**config.mk**
```make
export PLATFORM = sky130hd
export DESIGN_NAME = stump_mem_arbiter_flat
export DESIGN_NICKNAME = d
export VERILOG_FILES = /design/src/rtl/stump_mem_arbiter_if.sv /design/src/rtl/stump_mem_arbiter.sv /design/src/flat_wrapper.sv
export SDC_FILE = /design/constraint.sdc
export NUM_CORES = 1
export LEC_CHECK = 0
export ABC_AREA = 1
export BUFFER_PORTS_ARGS = -buffer_cell sky130_fd_sc_hd__buf_2
export CORE_AREA = 3 3 117 96
export CTS_CLUSTER_DIAMETER = 150
export CTS_CLUSTER_SIZE = 16
export DETAILED_ROUTE_END_ITERATION = 7
export DIE_AREA = 0 0 120 99
export GPL_ROUTABILITY_DRIVEN = 0
export PLACE_DENSITY = 0.72
export SLEW_MARGIN = 20
export SYNTH_ARGS = -nofsm -noshare
export SYNTH_HDL_FRONTEND = slang
export SYNTH_SLANG_ARGS = --single-unit
```
**constraint.sdc**
```tcl
create_clock -name clk -period 2.5 [get_ports clk]
set_clock_uncertainty 0.15 [all_clocks]
set_input_delay 0.375 -clock clk [delete_from_list [all_inputs] [get_ports clk]]
set_output_delay 0.375 -clock clk [all_outputs]
set_load 0.005 [all_outputs]
```
**src/rtl/stump_mem_arbiter_if.sv**
```systemverilog
// stump_mem_arbiter_if: core, debug and memory-side signals of the Stump memory arbiter
interface stump_mem_arbiter_if;
  logic c_req, c_wen, c_stall, c_done;
  logic [15:0] c_addr, c_wdata, c_rdata;
  logic d_req, d_wen, d_done;
  logic [15:0] d_addr, d_wdata, d_rdata;
  logic err, m_ren, m_wen, m_ready;
  logic [15:0] m_addr, m_wdata, m_rdata;
  modport slave (
    input c_req, c_wen, c_addr, c_wdata, d_req, d_wen, d_addr, d_wdata, m_rdata, m_ready,
    output c_stall, c_done, c_rdata, d_done, d_rdata, err, m_ren, m_wen, m_addr, m_wdata
  );
  modport master (
    output c_req, c_wen, c_addr, c_wdata, d_req, d_wen, d_addr, d_wdata, m_rdata, m_ready,
    input c_stall, c_done, c_rdata, d_done, d_rdata, err, m_ren, m_wen, m_addr, m_wdata
  );
endinterface

```
**src/rtl/stump_mem_arbiter.sv**
```systemverilog
// stump_mem_arbiter: sequences the single Stump memory port between core and debug requesters
module stump_mem_arbiter #(
  parameter int unsigned STARVE_LIMIT = 4,
  parameter int unsigned MAX_WAIT = 15
) (
  input logic clk,
  input logic rst,
  stump_mem_arbiter_if.slave bus
);
  typedef enum logic [1:0] {IDLE, XFER_C, XFER_D, DONE} state_t;
  state_t state_q, state_d;
  logic gnt_dbg_q, gnt_dbg_d;
  logic m_ren_q, m_ren_d, m_wen_q, m_wen_d, err_q, err_d;
  logic [15:0] m_addr_q, m_addr_d, m_wdata_q, m_wdata_d;
  logic [15:0] c_rdata_q, c_rdata_d, d_rdata_q, d_rdata_d, rd;
  logic [3:0] starve_q, starve_d;
  logic [7:0] wait_q, wait_d;
  logic pick_dbg, sel_wen, done_c;
  always_ff @(posedge clk or posedge rst) begin
    if (rst) begin
      state_q   <= IDLE;
      gnt_dbg_q <= 1'b0;
      m_ren_q   <= 1'b0;
      m_wen_q   <= 1'b0;
      err_q     <= 1'b0;
      m_addr_q  <= '0;
      m_wdata_q <= '0;
      c_rdata_q <= '0;
      d_rdata_q <= '0;
      starve_q  <= '0;
      wait_q    <= '0;
    end else begin
      state_q   <= state_d;
      gnt_dbg_q <= gnt_dbg_d;
      m_ren_q   <= m_ren_d;
      m_wen_q   <= m_wen_d;
      err_q     <= err_d;
      m_addr_q  <= m_addr_d;
      m_wdata_q <= m_wdata_d;
      c_rdata_q <= c_rdata_d;
      d_rdata_q <= d_rdata_d;
      starve_q  <= starve_d;
      wait_q    <= wait_d;
    end
  end
  always_comb begin
    pick_dbg  = bus.d_req & (~bus.c_req | (starve_q == 4'(STARVE_LIMIT)));
    sel_wen   = pick_dbg ? bus.d_wen : bus.c_wen;
    rd        = bus.m_ready ? bus.m_rdata : '0;
    state_d   = state_q;
    gnt_dbg_d = gnt_dbg_q;
    m_ren_d   = m_ren_q;
    m_wen_d   = m_wen_q;
    err_d     = err_q;
    m_addr_d  = m_addr_q;
    m_wdata_d = m_wdata_q;
    c_rdata_d = c_rdata_q;
    d_rdata_d = d_rdata_q;
    starve_d  = starve_q;
    wait_d    = wait_q;
    case (state_q)
      IDLE: begin
        // a core win with d_req high is the only case that advances the starvation count
        starve_d = (pick_dbg | ~bus.d_req) ? '0 : starve_q + 4'd1;
        if (bus.c_req | bus.d_req) begin
          state_d   = pick_dbg ? XFER_D : XFER_C;
          gnt_dbg_d = pick_dbg;
          m_addr_d  = pick_dbg ? bus.d_addr : bus.c_addr;
          m_wdata_d = pick_dbg ? bus.d_wdata : bus.c_wdata;
          m_ren_d   = ~sel_wen;
          m_wen_d   = sel_wen;
          wait_d    = '0;
        end
      end
      XFER_C, XFER_D: begin
        if (bus.m_ready || wait_q == 8'(MAX_WAIT - 1)) begin
          state_d = DONE;
          m_ren_d = 1'b0;
          m_wen_d = 1'b0;
          err_d   = ~bus.m_ready;
          // writes keep old read data unless the transfer timed out
          if (!bus.m_ready || m_ren_q) begin
            c_rdata_d = gnt_dbg_q ? c_rdata_q : rd;
            d_rdata_d = gnt_dbg_q ? rd : d_rdata_q;
          end
        end else begin
          wait_d = wait_q + {7'd0, wait_q != 8'hFF};
        end
      end
      default: begin
        state_d = IDLE;
        err_d   = 1'b0;
      end
    endcase
  end
  always_comb begin
    done_c      = (state_q == DONE) & ~gnt_dbg_q;
    bus.c_done  = done_c;
    bus.d_done  = (state_q == DONE) & gnt_dbg_q;
    bus.c_stall = bus.c_req & ~done_c;
    bus.err     = err_q;
    bus.c_rdata = c_rdata_q;
    bus.d_rdata = d_rdata_q;
    bus.m_ren   = m_ren_q;
    bus.m_wen   = m_wen_q;
    bus.m_addr  = m_addr_q;
    bus.m_wdata = m_wdata_q;
  end
endmodule
```
**src/flat_wrapper.sv**
```systemverilog
// flat-port wrapper written by rule: the top's interface ports become plain ports
module stump_mem_arbiter_flat 
#(
  parameter int unsigned STARVE_LIMIT = 4,
  parameter int unsigned MAX_WAIT = 15
)
  (clk, rst, bus_c_req, bus_c_wen, bus_c_addr, bus_c_wdata, bus_d_req, bus_d_wen, bus_d_addr, bus_d_wdata, bus_m_rdata, bus_m_ready, bus_c_stall, bus_c_done, bus_c_rdata, bus_d_done, bus_d_rdata, bus_err, bus_m_ren, bus_m_wen, bus_m_addr, bus_m_wdata);
  stump_mem_arbiter_if bus_i ();
  input logic clk;
  input logic rst;
  input wire logic [$bits(bus_i.c_req)-1:0] bus_c_req;
  input wire logic [$bits(bus_i.c_wen)-1:0] bus_c_wen;
  input wire logic [$bits(bus_i.c_addr)-1:0] bus_c_addr;
  input wire logic [$bits(bus_i.c_wdata)-1:0] bus_c_wdata;
  input wire logic [$bits(bus_i.d_req)-1:0] bus_d_req;
  input wire logic [$bits(bus_i.d_wen)-1:0] bus_d_wen;
  input wire logic [$bits(bus_i.d_addr)-1:0] bus_d_addr;
  input wire logic [$bits(bus_i.d_wdata)-1:0] bus_d_wdata;
  input wire logic [$bits(bus_i.m_rdata)-1:0] bus_m_rdata;
  input wire logic [$bits(bus_i.m_ready)-1:0] bus_m_ready;
  output wire logic [$bits(bus_i.c_stall)-1:0] bus_c_stall;
  output wire logic [$bits(bus_i.c_done)-1:0] bus_c_done;
  output wire logic [$bits(bus_i.c_rdata)-1:0] bus_c_rdata;
  output wire logic [$bits(bus_i.d_done)-1:0] bus_d_done;
  output wire logic [$bits(bus_i.d_rdata)-1:0] bus_d_rdata;
  output wire logic [$bits(bus_i.err)-1:0] bus_err;
  output wire logic [$bits(bus_i.m_ren)-1:0] bus_m_ren;
  output wire logic [$bits(bus_i.m_wen)-1:0] bus_m_wen;
  output wire logic [$bits(bus_i.m_addr)-1:0] bus_m_addr;
  output wire logic [$bits(bus_i.m_wdata)-1:0] bus_m_wdata;
  assign bus_i.c_req = bus_c_req;
  assign bus_i.c_wen = bus_c_wen;
  assign bus_i.c_addr = bus_c_addr;
  assign bus_i.c_wdata = bus_c_wdata;
  assign bus_i.d_req = bus_d_req;
  assign bus_i.d_wen = bus_d_wen;
  assign bus_i.d_addr = bus_d_addr;
  assign bus_i.d_wdata = bus_d_wdata;
  assign bus_i.m_rdata = bus_m_rdata;
  assign bus_i.m_ready = bus_m_ready;
  assign bus_c_stall = bus_i.c_stall;
  assign bus_c_done = bus_i.c_done;
  assign bus_c_rdata = bus_i.c_rdata;
  assign bus_d_done = bus_i.d_done;
  assign bus_d_rdata = bus_i.d_rdata;
  assign bus_err = bus_i.err;
  assign bus_m_ren = bus_i.m_ren;
  assign bus_m_wen = bus_i.m_wen;
  assign bus_m_addr = bus_i.m_addr;
  assign bus_m_wdata = bus_i.m_wdata;
  stump_mem_arbiter #(.STARVE_LIMIT(STARVE_LIMIT), .MAX_WAIT(MAX_WAIT)) u_core (.clk(clk), .rst(rst), .bus(bus_i));
endmodule
```
## After elaboration in Yosys (flattened, before gate mapping)

Index checks and enable logic that the tools add are counted.

- Logic and storage cells: 68
- Flip-flop bits (word level): 82

- Add/sub/neg operators: 2
- Eq/ne operators: 9
- Bitwise gates (word level): 14
- Reductions and logical operators: 13
- Multiplexer cells: 19

Operators by type and width:

| kind | count |
|---|---|
| $mux W16 | 3 |
| $mux W8 | 2 |
| $pmux W8 S2 | 1 |
| $add A8 B1 Y8 | 1 |
| $eq A8 B4 Y1 const B | 1 |
| $ne A8 B8 Y1 const B | 1 |
| $reduce_and A4 Y1 | 2 |
| $not A1 Y1 | 7 |
| $mux W2 | 3 |
| $pmux W1 S2 | 3 |
| $reduce_and A2 Y1 | 3 |
| $reduce_and A3 Y1 | 2 |
| $mux W1 | 5 |
| $add A4 B1 Y4 const B | 1 |
| $and A1 B1 Y1 | 4 |
| $eq A2 B2 Y1 const B | 2 |
| $eq A4 B3 Y1 const B | 1 |
| $mux W4 | 1 |
| $ne A2 B1 Y1 const B | 2 |
| $pmux W2 S2 | 1 |
| $or A1 B1 Y1 | 3 |
| $eq A2 B1 Y1 const B | 1 |
| $logic_not A2 Y1 | 1 |
| $logic_or A1 B1 Y1 | 2 |
| 4 further kinds | 4 |

## Longest topological paths before layout

Gate-level depths: netlist (run 1).

- Word-level depth: 7
- Gate-level depth with buffers: 10
- Gate-level depth less buffers: 10

## Least setup slack after synthesis (run 1)

Ideal clock, no wire load.

- Kind: register to register
- Start point: register u_core.state_q[0]
- End point: register u_core.c_rdata_q[0] (netlist: u_core.bus.c_rdata[0])
- Stages on the path, launching flop included: 8
- Required time: 2.284 ns
- Path slack: 0.815 ns
- Library setup time: 0.066 ns
- Arrival: 1.469 ns
- Cells stage by stage: dfrtp_1 > inv_1 > ha_1 > inv_2 > nor2_2 > buf_2 > nand4_1 > nand2_1

- Longest elaborated chain between the ends: 3

Ends and longest elaborated chain:

| what | line | text |
|---|---|---|
| from (decl) | stump_mem_arbiter.sv:11 | `state_t state_q, state_d;` |
| from (signal assigned) | stump_mem_arbiter.sv:33 | `state_q <= state_d;` |
| $eq A2 B1 Y1 or $eq A2 B2 Y1 (tied branches) | stump_mem_arbiter.sv:61 | `case (state_q)` |
| $reduce_or A2 Y1 * | stump_mem_arbiter.sv:61 |  |
| $reduce_and A4 Y1 (no line) * | n/a |  |
| to (signal assigned) | stump_mem_arbiter.sv:40 | `c_rdata_q <= c_rdata_d;` |
| to (decl) | stump_mem_arbiter.sv:15 | `logic [15:0] c_rdata_q, c_rdata_d, d_rdata_q, d_rdata_d, rd;` |

Every way passes the cells marked *; elsewhere a longest branch is shown, timed or not.
A chain may end at the register's enable or synchronous reset.

## Worst setup path after layout (run 1)

- Start point: register u_core.starve_q[1]
- End point: register u_core.m_wdata_q[13] (netlist: u_core.bus.m_wdata[13])

- Longest elaborated chain between the ends: 4

Ends and longest elaborated chain:

| what | line | text |
|---|---|---|
| from (decl) | stump_mem_arbiter.sv:16 | `logic [3:0] starve_q, starve_d;` |
| from (signal assigned) | stump_mem_arbiter.sv:42 | `starve_q <= starve_d;` |
| $eq A4 B3 Y1 | stump_mem_arbiter.sv:47 | `pick_dbg = bus.d_req & (~bus.c_req \| (starve_q == 4'(STARVE_LIMIT)));` |
| $or A1 B1 Y1 | stump_mem_arbiter.sv:47 |  |
| $and A1 B1 Y1 | stump_mem_arbiter.sv:47 |  |
| $mux W16 | stump_mem_arbiter.sv:69 | `m_wdata_d = pick_dbg ? bus.d_wdata : bus.c_wdata;` |
| to (signal assigned) | stump_mem_arbiter.sv:39 | `m_wdata_q <= m_wdata_d;` |
| to (decl) | stump_mem_arbiter.sv:14 | `logic [15:0] m_addr_q, m_addr_d, m_wdata_q, m_wdata_d;` |

No other way between the ends.

==> metrics.md, run 1 <==
| Metric | Value |
|---|---|
| Flops & latches, synth | `82` |
| RSZ-0062 raised after global routing | `no` |
| Pwr dens | `1140 nW/um^2` |
| Nets | `721` |
| Clk root buf | `clkbuf_16` |
| Initial antenna violation count | `1` |
| Data required time of the worst path | `2.56 ns` |
| Crit path largest cell delay | `0.46 ns` |
| WP buf/inv | `1` |
| Crit Path Class | `reg -> reg` |
| Routed Antenna Nets | `0` |
| Number of vias per cell | `5.03` |
| Worst Path Arrival | `2.22 ns` |
| Number of global-route vias before repair | `3787` |
| Fin. Hold Viols | `0` |
| Max clock buf depth | `2` |
| Max-slew headroom | `53.7%` |
| Num CTS Buffers | `9` |
| Post-synthesis cell type count | `27` |
| Die W | `120 microns` |
| Syn Std Cell Area | `4040 sq um` |
| Largest net degree at the start of global routing | `83` |
| Tmin final | `2.15 ns` |
| CTS resizes | `0` |
| Clock Pin Slew Worst Setup and Hold Paths | `0.06 ns` |
| Setup_tns | `0 ns` |
| Net Count, Synth | `574` |
| Mapped Avg Cell Area | `8.42 sq um` |
| Die Y | `99 microns` |
| Rows | `33` |
| Syn Inst Count | `480` |
| Clk_lat worst skew | `0.34 ns` |
| Via count | `3883` |
| CTS tree | `done` |
| Final core occ | `51.2%` |
| Critical path fanouts, max | `35` |
| Crit end category | `flop` |
| GRT Util Overall | `19.2%` |
| Core Area | `10200 sq um` |
| Cell family with most CP delay | `simple AND/OR/NAND/NOR gates` |
| Final setup vio count | `0` |
| WL final | `11100 microns` |
| Most frequent cells in the layout | `buf_2 (156), nand2_1 (111), dfrtp_1 (82)` |
| Hold Buf Count CTS | `0` |
| Hold Path Class | `in -> async` |
| DIE AREA | `11900 sq um` |
| Postcts setup bufs | `0` |
| Worst hold margin | `0.0106 ns` |
| R2r setup slk | `0.35 ns` |
| Ant. Diodes | `0` |
| Final Cycle Share | `86.2%` |
| Starting Density | `39.6%` |
| F_max | `464 MHz` |
| Htree depth | `3` |
| Pins Over Slew Limit | `0` |
| Clock sinks | `82` |
| Max IR drop VDD | `491 uV` |
| Synth warnings | `0` |
| Startpoint types | `flop` |
| Sequential-to-total area share from yosys stat | `50.8%` |
| First-pass GRT wire length | `18300 microns` |
| P_leak | `0.00268 uW` |
| Most common cell after layout, fill and taps aside | `buf_2` |
| Max-cap violations | `0` |
| Share of cells above drive strength 1 | `34.2%` |
| Area Overhead vs Synth | `29.1%` |
| Starting DRT DRC Count | `196` |
| Io pins | `157` |
| CP cell instances | `inv_1 -> ha_1 -> nand3_1 -> nand2_2 -> nand2_2 -> a21oi_1 -> a21oi_1` |
| IO Port Bufs | `156` |
| Filler instances | `957` |
| Worst Tran Pin Value | `0.691 ns` |
| Detailed placement HPWL | `7870 microns` |
| Residual DRC | `0` |
| Pre-antenna DRT Iters | `5` |
| Routed len/inst | `14.3 microns` |
| CP max-delay cell | `nand2_2` |
| Overflow after GRT | `0` |
| Status | `complete, no violations` |
worst register-to-register path, stage by stage (launching register included):
cell     delay, ns
dfrtp_1       0.39
inv_1         0.10
ha_1          0.16
nand3_1       0.13
nand2_2       0.23
nand2_2       0.46
a21oi_1       0.31
a21oi_1       0.09
worst paths after layout:
kind / start / to / depth (start not counted)
worst max-delay path: u_core.starve_q[1]$_DFFE_PP0N_ / u_core.bus.m_wdata[13]$_DFFE_PP0P_ / 7
worst min-delay path: rst / u_core.bus.m_addr[7]$_DFFE_PP0P_ / 3
worst max register to register: u_core.starve_q[1]$_DFFE_PP0N_ / u_core.bus.m_wdata[13]$_DFFE_PP0P_ / 7
worst min register to register: u_core.bus.d_rdata[3]$_DFFE_PP0P_ / u_core.bus.d_rdata[3]$_DFFE_PP0P_ / 2
max in group asynchronous: rst / u_core.bus.m_wdata[4]$_DFFE_PP0P_ / 3
min in group clk: bus_d_wdata[0] / u_core.bus.m_wdata[0]$_DFFE_PP0P_ / 3
layout make-up:
cell class	count	area [sq um]	area share, %
Inverter	28	109	2.09
Timing Repair Buffer	163	846	16.2
Tap cell	140	175	3.36
Multi-Input combinational cell	343	1730	33.2
Clock inverter	5	52.6	1.01
Sequential cell	82	2050	39.3
Clock buffer	11	253	4.84
layer usage:
layer / vias to the layer above / global-route usage (%) / share of wire (%)
met2: 158 / 31.1 / 46
met1: 1818 / 24.2 / 43
met4: 2 / 4.58 / 0.98
met3: 10 / 7.46 / 9.6
li1: 1895 / - / -
met5: - / 0 / 0.063
Yosys cell counts, drive strengths merged:
master,instances,area [sq um]
a21boi,1,7.51
a21oi,69,345
a22oi,1,7.51
buf,20,128
clkbuf,7,26.3
dfrtp,82,2050
ha,7,87.6
inv,28,105
nand2,120,483
nand3,51,278
nand4,18,113
nor2,47,191
nor3,2,10.0
o21ai,23,175
o22ai,1,6.26
xnor2,1,8.76
xor2,2,17.5
through the flow:
step                      setup slack (ns)  cell area [sq um]  instances  total power (uW)
after floorplan                      0.815               4050        480              3650
after global placement               0.480               4910        756              4520
after detailed placement             0.360               4910        756              4610
after CTS                            0.348               5220        772              5990
after global routing                 0.127               5220        772              6420
final                                0.346               5220        772              5930
logic make-up after synthesis:
group / after synthesis / synth area share, %
adder cells (fa/ha/maj): 7 / 2.17
flip-flops: 82 / 50.8
AND/OR/NAND/NOR: 238 / 26.6
XOR/XNOR: 3 / 0.650
buffers and inverters: 55 / 6.41
AO/OA/AOI/OAI: 95 / 13.4
sequential cells by signal, summed over array words and instances (netlist names):
register and count:
u_core.starve_q 4, u_core.wait_q 8, u_core.state_q 2, u_core.bus.err 1, u_core.bus.c_rdata 16, u_core.bus.m_wdata 16, u_core.bus.d_rdata 16, u_core.bus.m_ren 1
u_core.bus.m_wen 1, u_core.bus.m_addr 16, u_core.gnt_dbg_q 1
power by group:
group | switching, uW | internal (uW)
sequential | 345 | 1880
combinational | 1420 | 942
clock | 527 | 823
total | 2290 | 3640
No activity file was read; power rests on OpenSTA's default activity.
==> run 2, diff against run 1 <==
--- a/config.mk
+++ b/config.mk
@@ -8,6 +8,7 @@
 export ABC_AREA = 1
 export BUFFER_PORTS_ARGS = -buffer_cell sky130_fd_sc_hd__buf_2
 export CORE_AREA = 3 3 117 96
+export CTS_BUF_LIST = sky130_fd_sc_hd__clkbuf_2 sky130_fd_sc_hd__clkbuf_4 sky130_fd_sc_hd__clkbuf_8
 export CTS_CLUSTER_DIAMETER = 150
 export CTS_CLUSTER_SIZE = 16
 export DETAILED_ROUTE_END_ITERATION = 7
==> metrics.md, run 2 (same netlist as run 1, synthesis figures left out) <==
| Metric | Value |
|---|---|
| Crit end category | `flop (unchanged)` |
| WL final | `11000 microns (was 11100 microns)` |
| Starting Density | `39.6% (unchanged)` |
| Clk_lat worst skew | `0.36 ns (was 0.34 ns)` |
| Final setup vio count | `0 (unchanged)` |
| Residual DRC | `0 (unchanged)` |
| Pwr dens | `1090 nW/um^2 (was 1140 nW/um^2)` |
| Number of vias per cell | `5.04 (was 5.03)` |
| Data required time of the worst path | `2.59 ns (was 2.56 ns)` |
| Hold Path Class | `in -> reg (was in -> async)` |
| RSZ-0062 raised after global routing | `no (unchanged)` |
| Most frequent cells in the layout | `buf_2 (156), nand2_1 (111), dfrtp_1 (82) (unchanged)` |
| Worst Tran Pin Value | `0.693 ns (was 0.691 ns)` |
| Reg power frac | `39.8% (was 37.5%)` |
| Int Pwr | `3330 uW (was 3640 uW)` |
| Filler instances | `969 (was 957)` |
| Die Y | `99 microns (unchanged)` |
| Crit Path Class | `reg -> reg (unchanged)` |
| Nets | `722 (was 721)` |
| Initial antenna violation count | `1 (unchanged)` |
| DIE AREA | `11900 sq um (unchanged)` |
| Num CTS Buffers | `9 (unchanged)` |
| Tmin final | `2.17 ns (was 2.15 ns)` |
| CP cell instances | `inv_1 -> ha_1 -> nand3_1 -> nand2_2 -> nand2_2 -> a21oi_1 -> a21oi_1 (unchanged)` |
| Startpoint types | `flop (unchanged)` |
| Clock Pin Slew Worst Setup and Hold Paths | `0.09 ns (was 0.06 ns)` |
| WL met1 | `4760 microns (was 4770 microns)` |
| Final Cycle Share | `86.6% (was 86.2%)` |
| Largest net degree at the start of global routing | `83 (unchanged)` |
| Htree depth | `3 (unchanged)` |
| CP max-delay cell | `nand2_2 (unchanged)` |
| Cell family with most CP delay | `simple AND/OR/NAND/NOR gates (unchanged)` |
| GRT Util Overall | `19.1% (was 19.2%)` |
| Number of global-route vias before repair | `3818 (was 3787)` |
| Met2 Wirelength | `5130 microns (was 5120 microns)` |
| Clock sinks | `82 (unchanged)` |
| CTS tree | `done (unchanged)` |
| Io pins | `157 (unchanged)` |
| Switching Share | `40.2% (was 38.6%)` |
| Critical path fanouts, max | `35 (unchanged)` |
| Core Area | `10200 sq um (unchanged)` |
| Clk root buf | `clkbuf_8 (was clkbuf_16)` |
| Worst Path Arrival | `2.26 ns (was 2.22 ns)` |
| Setup_tns | `0 ns (unchanged)` |
| Max clock buf depth | `2 (unchanged)` |
| Pre-antenna DRT Iters | `4 (was 5)` |
| Max IR drop VDD | `461 uV (was 491 uV)` |
| IO Port Bufs | `156 (unchanged)` |
| Combinational Power Share | `42.2% (was 39.8%)` |
| WP buf/inv | `1 (unchanged)` |
| Max-slew headroom | `53.7% (about the same)` |
| Die W | `120 microns (unchanged)` |
| Starting DRT DRC Count | `173 (was 196)` |
| Status | `complete, no violations (unchanged)` |
| Routed len/inst | `14.2 microns (was 14.3 microns)` |
| Area Overhead vs Synth | `26.8% (was 29.1%)` |
| Cell Count, Final, Fillers Out | `773 (was 772)` |
| Detailed placement HPWL | `7870 microns (unchanged)` |
| Met3 WL | `990 microns (was 1060 microns)` |
| Via count | `3893 (was 3883)` |
| Pins Over Slew Limit | `0 (unchanged)` |
| Ant. Diodes | `0 (unchanged)` |
| Crit path largest cell delay | `0.46 ns (about the same)` |
| F_max | `462 MHz (was 464 MHz)` |
| Most common cell after layout, fill and taps aside | `buf_2 (unchanged)` |
| Routed Antenna Nets | `0 (unchanged)` |
| Overflow after GRT | `0 (unchanged)` |
| Fin. Hold Viols | `0 (unchanged)` |
| NetSw | `2240 uW (was 2290 uW)` |
| Placed cells | `756 (unchanged)` |
| Clock power frac | `17.9% (was 22.8%)` |
| Rows | `33 (unchanged)` |
| Share of cells above drive strength 1 | `34.1% (was 34.2%)` |
| Max-cap violations | `0 (unchanged)` |
| First-pass GRT wire length | `18300 microns (unchanged)` |
| P_leak | `0.00264 uW (was 0.00268 uW)` |
| Top Metal Used | `met5 (unchanged)` |
-- run 2: worst paths after layout --
kind                                                        start                                  to  slack [ns]  depth (start not counted)
worst min-delay path                               bus_d_wdata[0]   u_core.bus.m_wdata[0]$_DFFE_PP0P_        0.12                          3
min in group asynchronous                                     rst    u_core.bus.m_addr[7]$_DFFE_PP0P_        0.56                          4
max in group asynchronous                                     rst   u_core.bus.m_wdata[7]$_DFFE_PP0P_        1.33                          4
worst min register to register  u_core.bus.d_rdata[3]$_DFFE_PP0P_   u_core.bus.d_rdata[3]$_DFFE_PP0P_        0.33                          2
worst max-delay path               u_core.starve_q[1]$_DFFE_PP0N_  u_core.bus.m_wdata[13]$_DFFE_PP0P_        0.33                          7
worst max register to register     u_core.starve_q[1]$_DFFE_PP0N_  u_core.bus.m_wdata[13]$_DFFE_PP0P_        0.33                          7
-- run 2: layer usage --
metal / global-route usage [%] / up-vias
met2: 31.5 / 147
met3: 7.46 / 13
met1: 23.7 / 1836
met4: 4.84 / 2
met5: 0 / -
li1: - / 1895
-- run 2: what timing repair did --
item                      in CTS  in global routing
setup buffers                  0                  0
hold endpoints to repair      56                  0
hold buffers                   1                  0
gates resized for setup        0                  0
-- run 2: cell type report --
type	count	area (sq um)	share of cell area [%]
flip-flops and latches	82	2050	40.0
multi-input cells	343	1730	33.8
clock buffers	11	151	2.95
inverters	28	109	2.12
repair buffers	164	856	16.7
well taps	140	175	3.42
clock inverters	5	52.6	1.03
-- run 2: power by group through the flow --
stage | logic [uW] | clock network [uW] | registers (uW)
6_report | 2350 | 999 | 2220
5_1_grt | 2690 | 1080 | 2280
4_1_cts | 2380 | 1030 | 2220
3_5_place_dp | 2380 | 0 | 2230
3_3_place_gp | 2300 | 0 | 2220
2_1_floorplan | 1420 | 0 | 2230
-- run 2: worst register-to-register path: stages, from the launching register on --
cell	delay, ns
dfrtp_1	0.40
inv_1	0.10
ha_1	0.16
nand3_1	0.13
nand2_2	0.24
nand2_2	0.47
a21oi_1	0.31
a21oi_1	0.09
-- run 2: per-stage QoR --
| stage | cell area (sq um) | setup slack (ns) | total power, uW | util [%] | hold slack [ns] |
|---|---|---|---|---|---|
| 2_1_floorplan | 4050 | 0.815 | 3650 | - | 0.313 |
| 3_3_place_gp | 4910 | 0.480 | 4520 | 48.2 | 0.311 |
| 3_5_place_dp | 4910 | 0.360 | 4610 | 48.2 | 0.313 |
| 4_1_cts | 5130 | 0.345 | 5640 | 50.3 | 0.102 |
| 5_1_grt | 5130 | 0.128 | 6060 | 50.3 | 0.112 |
| 6_report | 5130 | 0.334 | 5570 | 50.3 | 0.119 |
